===== src/rtl/ysyx_24070014_lsu_pkg.sv =====
// ysyx_24070014_lsu_pkg
//   Shared definitions for the load/store unit.
//   - RV32 funct3 size/sign encodings for loads and stores
//   - LSU control state enum

package ysyx_24070014_lsu_pkg;

    localparam logic [2:0] F3_B  = 3'b000;
    localparam logic [2:0] F3_H  = 3'b001;
    localparam logic [2:0] F3_W  = 3'b010;
    localparam logic [2:0] F3_BU = 3'b100;
    localparam logic [2:0] F3_HU = 3'b101;

    typedef enum logic [1:0] {
        IDLE = 2'd0,
        REQ  = 2'd1,
        WAIT = 2'd2,
        RESP = 2'd3
    } lsu_state_e;

endpackage


===== src/rtl/ysyx_24070014_lsu_align.sv =====
// ysyx_24070014_lsu_align
//   Combinational byte-lane logic for a 32-bit load/store unit.
//   Ports:
//     funct3    in   RV32 size/sign field
//     wen       in   1 = store (stores may not use the unsigned encodings)
//     addr_lo   in   low two address bits (byte offset in the word)
//     wdata     in   store data, value in the low bits
//     rdata     in   full aligned word returned by memory
//     wmask     out  byte-lane enables for the store
//     wdata_sh  out  store data replicated onto its byte lanes
//     rdata_ext out  selected byte/half/word, sign- or zero-extended
//     misalign  out  access crosses its natural alignment
//     illegal   out  funct3 not usable for this access direction

module ysyx_24070014_lsu_align
    import ysyx_24070014_lsu_pkg::*;
(
    input  logic [2:0]  funct3,
    input  logic        wen,
    input  logic [1:0]  addr_lo,
    input  logic [31:0] wdata,
    input  logic [31:0] rdata,
    output logic [3:0]  wmask,
    output logic [31:0] wdata_sh,
    output logic [31:0] rdata_ext,
    output logic        misalign,
    output logic        illegal
);

    logic [7:0]  rd_byte;
    logic [15:0] rd_half;

    // Half select only looks at addr_lo[1]; a misaligned half never reaches memory.
    assign rd_byte = rdata[{addr_lo, 3'b000} +: 8];
    assign rd_half = rdata[{addr_lo[1], 4'b0000} +: 16];

    always_comb begin
        wmask     = 4'b0000;
        wdata_sh  = wdata;
        rdata_ext = rdata;
        misalign  = 1'b0;
        illegal   = 1'b0;
        case (funct3)
            F3_B: begin
                wmask     = 4'b0001 << addr_lo;
                wdata_sh  = {4{wdata[7:0]}};
                rdata_ext = {{24{rd_byte[7]}}, rd_byte};
            end
            F3_H: begin
                wmask     = 4'b0011 << addr_lo;
                wdata_sh  = {2{wdata[15:0]}};
                rdata_ext = {{16{rd_half[15]}}, rd_half};
                misalign  = addr_lo[0];
            end
            F3_W: begin
                wmask     = 4'b1111;
                wdata_sh  = wdata;
                rdata_ext = rdata;
                misalign  = (addr_lo != 2'b00);
            end
            F3_BU: begin
                rdata_ext = {24'd0, rd_byte};
                illegal   = wen;
            end
            F3_HU: begin
                rdata_ext = {16'd0, rd_half};
                misalign  = addr_lo[0];
                illegal   = wen;
            end
            default: begin
                illegal   = 1'b1;
            end
        endcase
    end

endmodule


===== src/rtl/ysyx_24070014_lsu.sv =====
// ysyx_24070014_lsu
//   Load/store unit sitting after the ALU. Accepts one load or store per
//   request, issues it on a valid/ready memory port and returns the
//   extended load data (or an error) through a response handshake.
//   Ports:
//     clk, rst                     clock, synchronous active-high reset
//     req_valid/req_ready          core request handshake (ready only in IDLE)
//     req_addr/wen/funct3/wdata    request fields, captured on acceptance
//     rsp_valid/rsp_ready          response handshake, held until consumed
//     rsp_rdata/rsp_err            writeback value (0 for stores/errors), error flag
//     mem_req_valid/mem_req_ready  memory request handshake
//     mem_addr/wen/wmask/wdata     word-aligned memory request fields
//     mem_rsp_valid/mem_rdata      memory response, one per accepted request
//   WORD_LEN must be 32.

module ysyx_24070014_lsu
    import ysyx_24070014_lsu_pkg::*;
#(
    parameter int WORD_LEN = 32
) (
    input  logic                  clk,
    input  logic                  rst,
    input  logic                  req_valid,
    output logic                  req_ready,
    input  logic [WORD_LEN-1:0]   req_addr,
    input  logic                  req_wen,
    input  logic [2:0]            req_funct3,
    input  logic [WORD_LEN-1:0]   req_wdata,
    output logic                  rsp_valid,
    input  logic                  rsp_ready,
    output logic [WORD_LEN-1:0]   rsp_rdata,
    output logic                  rsp_err,
    output logic                  mem_req_valid,
    input  logic                  mem_req_ready,
    output logic [WORD_LEN-1:0]   mem_addr,
    output logic                  mem_wen,
    output logic [WORD_LEN/8-1:0] mem_wmask,
    output logic [WORD_LEN-1:0]   mem_wdata,
    input  logic                  mem_rsp_valid,
    input  logic [WORD_LEN-1:0]   mem_rdata
);

    lsu_state_e          state_q, state_d;
    logic [WORD_LEN-1:0] addr_q, addr_d;
    logic [WORD_LEN-1:0] wdata_q, wdata_d;
    logic [WORD_LEN-1:0] rdata_q, rdata_d;
    logic [2:0]          funct3_q, funct3_d;
    logic                wen_q, wen_d;
    logic                err_q, err_d;

    logic                idle;
    logic [2:0]          al_funct3;
    logic                al_wen;
    logic [1:0]          al_addr_lo;
    logic [WORD_LEN-1:0] al_wdata;
    logic [3:0]          al_wmask;
    logic [WORD_LEN-1:0] al_wdata_sh;
    logic [WORD_LEN-1:0] al_rdata_ext;
    logic                al_misalign;
    logic                al_illegal;

    assign idle = (state_q == IDLE);

    // One align instance serves both phases: in IDLE it checks the incoming
    // request, afterwards it works from the captured fields.
    assign al_funct3  = idle ? req_funct3     : funct3_q;
    assign al_wen     = idle ? req_wen        : wen_q;
    assign al_addr_lo = idle ? req_addr[1:0]  : addr_q[1:0];
    assign al_wdata   = idle ? req_wdata      : wdata_q;

    ysyx_24070014_lsu_align u_align (
        .funct3    (al_funct3),
        .wen       (al_wen),
        .addr_lo   (al_addr_lo),
        .wdata     (al_wdata),
        .rdata     (mem_rdata),
        .wmask     (al_wmask),
        .wdata_sh  (al_wdata_sh),
        .rdata_ext (al_rdata_ext),
        .misalign  (al_misalign),
        .illegal   (al_illegal)
    );

    always_comb begin
        state_d  = state_q;
        addr_d   = addr_q;
        wdata_d  = wdata_q;
        rdata_d  = rdata_q;
        funct3_d = funct3_q;
        wen_d    = wen_q;
        err_d    = err_q;
        case (state_q)
            IDLE: begin
                if (req_valid) begin
                    addr_d   = req_addr;
                    wdata_d  = req_wdata;
                    funct3_d = req_funct3;
                    wen_d    = req_wen;
                    rdata_d  = '0;
                    if (al_misalign || al_illegal) begin
                        err_d   = 1'b1;
                        state_d = RESP;
                    end else begin
                        err_d   = 1'b0;
                        state_d = REQ;
                    end
                end
            end
            REQ: begin
                // A same-cycle mem_rsp_valid is not a response to this request.
                if (mem_req_ready) begin
                    state_d = WAIT;
                end
            end
            WAIT: begin
                if (mem_rsp_valid) begin
                    rdata_d = wen_q ? '0 : al_rdata_ext;
                    state_d = RESP;
                end
            end
            RESP: begin
                if (rsp_ready) begin
                    rdata_d = '0;
                    err_d   = 1'b0;
                    state_d = IDLE;
                end
            end
            default: begin
                state_d = IDLE;
            end
        endcase
    end

    always_ff @(posedge clk) begin
        if (rst) begin
            state_q  <= IDLE;
            addr_q   <= '0;
            wdata_q  <= '0;
            rdata_q  <= '0;
            funct3_q <= 3'b000;
            wen_q    <= 1'b0;
            err_q    <= 1'b0;
        end else begin
            state_q  <= state_d;
            addr_q   <= addr_d;
            wdata_q  <= wdata_d;
            rdata_q  <= rdata_d;
            funct3_q <= funct3_d;
            wen_q    <= wen_d;
            err_q    <= err_d;
        end
    end

    assign req_ready     = idle;
    assign rsp_valid     = (state_q == RESP);
    assign rsp_rdata     = rdata_q;
    assign rsp_err       = err_q;
    assign mem_req_valid = (state_q == REQ);
    assign mem_addr      = {addr_q[WORD_LEN-1:2], 2'b00};
    assign mem_wen       = mem_req_valid & wen_q;
    assign mem_wmask     = mem_wen ? al_wmask : '0;
    assign mem_wdata     = al_wdata_sh;

endmodule


===== config.mk =====
export PLATFORM = sky130hd
export DESIGN_NAME = ysyx_24070014_lsu
export DESIGN_NICKNAME = d
export VERILOG_FILES = /design/src/rtl/ysyx_24070014_lsu_pkg.sv /design/src/rtl/ysyx_24070014_lsu_align.sv /design/src/rtl/ysyx_24070014_lsu.sv
export SDC_FILE = /design/constraint.sdc
export NUM_CORES = 1
export LEC_CHECK = 0
export ABC_AREA = 1
export BUFFER_PORTS_ARGS = -buffer_cell sky130_fd_sc_hd__buf_4
export CAP_MARGIN = 10
export CELL_PAD_IN_SITES_DETAIL_PLACEMENT = 2
export CELL_PAD_IN_SITES_GLOBAL_PLACEMENT = 2
export CORE_UTILIZATION = 26
export DETAILED_ROUTE_END_ITERATION = 16
export PLACE_DENSITY = 0.85
export SLEW_MARGIN = 20
export SYNTH_ARGS = -nofsm -noshare
export SYNTH_HDL_FRONTEND = slang
export SYNTH_SLANG_ARGS = --single-unit

===== constraint.sdc =====
create_clock -name clk -period 2.1 [get_ports clk]
set_input_delay 0.105 -clock clk [delete_from_list [all_inputs] [get_ports clk]]
set_output_delay 0.105 -clock clk [all_outputs]
set_load 0.005 [all_outputs]

==> metrics.md <==
| Metric | Value |
|---|---|
| Largest area contributor in the synthesized netlist | dfxtp_1 |
| Die width | 149.0 um |
| Ranking of synthesized cells by area | dfxtp_1 37%, nand2_1 13%, a21oi_1 8.7% |
| Post-DP HPWL | 17790 um |
| GRT Overall Usage | a little over a quarter |
| Number of warnings issued by yosys | 0 |
| Worst-margin pin slew | 0.7441 ns |
| Mapped Area | 0.005615 mm^2 |
| Antenna-violating nets left | 0 |
| Post-route DRC | 0 |
| Router iterations before antenna repair | 4 |
| Max Cap Violations | 0 |
| Crit-path most repeated cell | buf_4 |
| Sink Count | just over 100 |
| Status | complete, but fails checks |
| Kind of critical path | flip-flop to primary output |
| Clock Skew | 0.01802 ns |
| Worst Setup Start Kind | flip-flop |
| Sequential Area | 0.002064 mm^2 |
| Rows | 53 |
| Pwr Density | 1697 mW/mm^2 |
| DR WL/cell | about 27 um |
| Yosys top cell area share | between 30 and 40% |
| Critical Path AT | approximately 2.3 ns |
| Fin worst setup slack | -0.2842 ns |
| Worst skew pair latency | about 0.38 ns |
| Number of DRC markers in iteration 0 | ~410 |
| Fmax | 419.4 MHz |
| Worst Hold Class | primary input to flip-flop |
| Leak | 3.965 nW |
| Final WL | 35320 um |
| Sum Neg Setup Slack | -8.179 ns |
| WP data required | approximately 2.0 ns |
| Clock Pin Slew Worst Setup and Hold Paths | 0.08 ns |
| Core box area | about 0.021 mm^2 |
| Final hold violation count | 7 |
| Area delta synth->final | 57.66% |
| IO Count | 211 |
| Yosys cell types | 37 |
| Via count | a little over 7000 |
| Final setup fails | 57 |
| Failing checks | hold timing, setup timing |
| Max Slew Vio Count | 0 |
| Synth Register Bits | 103 |
| Die area | approximately 0.022 mm^2 |
| Global placer's final weighted congestion | 0.7946 |
| Area of the multi-input gates | between 0.003 and 0.004 mm^2 |
| Vias in the first global route | about 7300 |
| Worst IR Drop VDD | 0.8007 mV |
| Clock tree buffer depth | 2 |
| FILL cells | between 2000 and 2500 |
| Worst path slowest cell | dfxtp_2 |
| Average cell area after synthesis | ~6.8 um^2 |
| Synth Instances | 831 |
| GR Overflow Total | 0 |
| Nets | approximately 1200 |
| RSZ-0062 raised after global routing | true |
| Crit path max fanout | 5 |
| DIE HEIGHT | 149.0 um |
| Root Buffer | clkbuf_16 |
| Initial Utilization | 26.63% |
| Critical path, cell by cell | inv_4, ha_4, buf_8, buf_12, buf_4, o21ai_1, a22oi_2, o31ai_4, buf_4 |
| H-tree Lvls | 3 |
| Total CTS buffers | 9 |
| Design Area, Final | 0.008853 mm^2 |
| Relative slew slack | 50.40% |
| IO Port Bufs | 208 |
| Vias per std cell | between 5 and 6 |
| Largest net degree at the start of global routing | 55 |
| Fin crit share | 113.5% |
| Layout cells sized above 1 | 42.64% |
| Fin crit period | 2.384 ns |
| CTS tree | done |
| Largest stage delay, worst path | 0.38 ns |
| Post-DP Area | 0.007346 mm^2 |
| Global-route wire length before repair | 43720 um |
| Hold Slack | -0.009843 ns |
| CP endpoint kind | primary output |
| Initial antenna violation count | 1 |
| Sequential area share after synthesis | 36.72% |
state kept, by name (all words and copies together) (netlist names):
signal	flops
addr_q	32
funct3_q	3
rsp_err	1
rsp_rdata	32
state_q	2
wdata_q	32
wen_q	1
Yosys cell counts, drive strengths merged:
master	number
clkbuf	25
nor3	1
a22oi	4
a21boi	1
dfxtp	103
o221ai	4
or2	6
a31oi	6
inv	70
nand2	211
o21ai	86
o22ai	1
mux2i	3
conb	1
a211oi	1
nand3	38
ha	5
nor2	95
o211ai	1
buf	57
o31ai	4
a21oi	108
routing by layer:
metal,track usage [%],vias to the layer above,wire length (um)
met5,0,-,0
met4,14.64,0,2056
met1,30.02,3555,13510
met2,46.16,308,17800
li1,-,3086,-
met3,5.229,118,1956
area by class of cell:
class | count | area share (%)
flip-flops and latches | 103 | 23.32
clock buffers | 10 | 2.699
well taps | 275 | 3.886
multi-input cells | 578 | 38.88
clock inverters | 6 | 0.5794
repair inverters | 1 | 0.08479
repair buffers | 285 | 27.30
diodes | 1 | 0.02826
inverters | 70 | 3.222
stage by stage:
step,std cells,total power [mW],setup slack [ns],utilization (%)
after global placement,1263,9.104,-0.05160,34.83
after global routing,1329,15.55,-0.3049,41.98
after CTS,1305,12.37,-0.05990,38.71
final,1329,15.02,-0.2842,41.98
after floorplan,832,6.465,0.2449,-
after detailed placement,1263,9.316,-0.1054,34.83
what timing repair did:
action / 4_1_cts / 5_1_grt
gates cloned: 3 / 2
hold endpoints to repair: 5 / 1
hold buffers: 5 / 1
setup endpoints to repair: 58 / 60
buffers inserted: 19 / 20
pin swaps: 12 / 40
gates resized for setup: 83 / 106
logic make-up after synthesis:
kind of cell / synth area share (%)
compound gates: 21.01
fa+ha+maj: 1.114
buf+inv: 13.48
flops: 36.72
mux: 0.5348
other cells: 0.06678
simple gates: 27.07
power breakdown:
part	internal, mW	leakage [nW]	switching [mW]
clock	0.859	0.145	0.896
combinational	4.28	2.97	6.30
sequential	2.38	0.845	0.301
total	7.52	3.97	7.50
critical path, delay by kind of cell (launching register included):
family / cells / cell delay (ns)
compound gates: 3 / 0.62
fa+ha+maj: 1 / 0.21
buf+inv: 5 / 0.67
flops: 1 / 0.38
cells in the final DEF (no fill, tap or decap), drive strengths merged:
| master | count |
|---|---|
| a21boi | 1 |
| a31oi | 6 |
| nand2 | 212 |
| nor2 | 95 |
| clkinv | 3 |
| buf | 278 |
| o211ai | 1 |
| diode | 1 |
| mux2i | 3 |
| clkinvlp | 1 |
| o31ai | 4 |
| or2 | 6 |
| ha | 5 |
| a211oi | 1 |
| dlygate4sd3 | 6 |
| nand3 | 38 |
| o22ai | 1 |
| a22oi | 4 |
| nor3 | 1 |
| o21ai | 86 |
| a21oi | 108 |
| clkbuf | 11 |
| conb | 2 |
| o221ai | 4 |
| inv | 73 |
| dfxtp | 103 |
final timing paths:
| kind | from | endpoint | slack [ns] | cells past startpoint |
|---|---|---|---|---|
| setup / recovery | state_q[0]$_SDFFE_PP0P_ | mem_wdata[30] | -0.28 | 9 |
| hold / removal | req_addr[21] | addr_q[21]$_SDFFE_PP0P_ | -0.01 | 3 |
| setup reg to reg | state_q[1]$_SDFFE_PP0P_ | rsp_rdata[8]$_SDFFE_PP0P_ | -0.22 | 14 |
| hold reg to reg | wdata_q[8]$_SDFFE_PP0P_ | wdata_q[8]$_SDFFE_PP0P_ | 0.47 | 2 |
No activity file was read; power rests on OpenSTA's default activity.
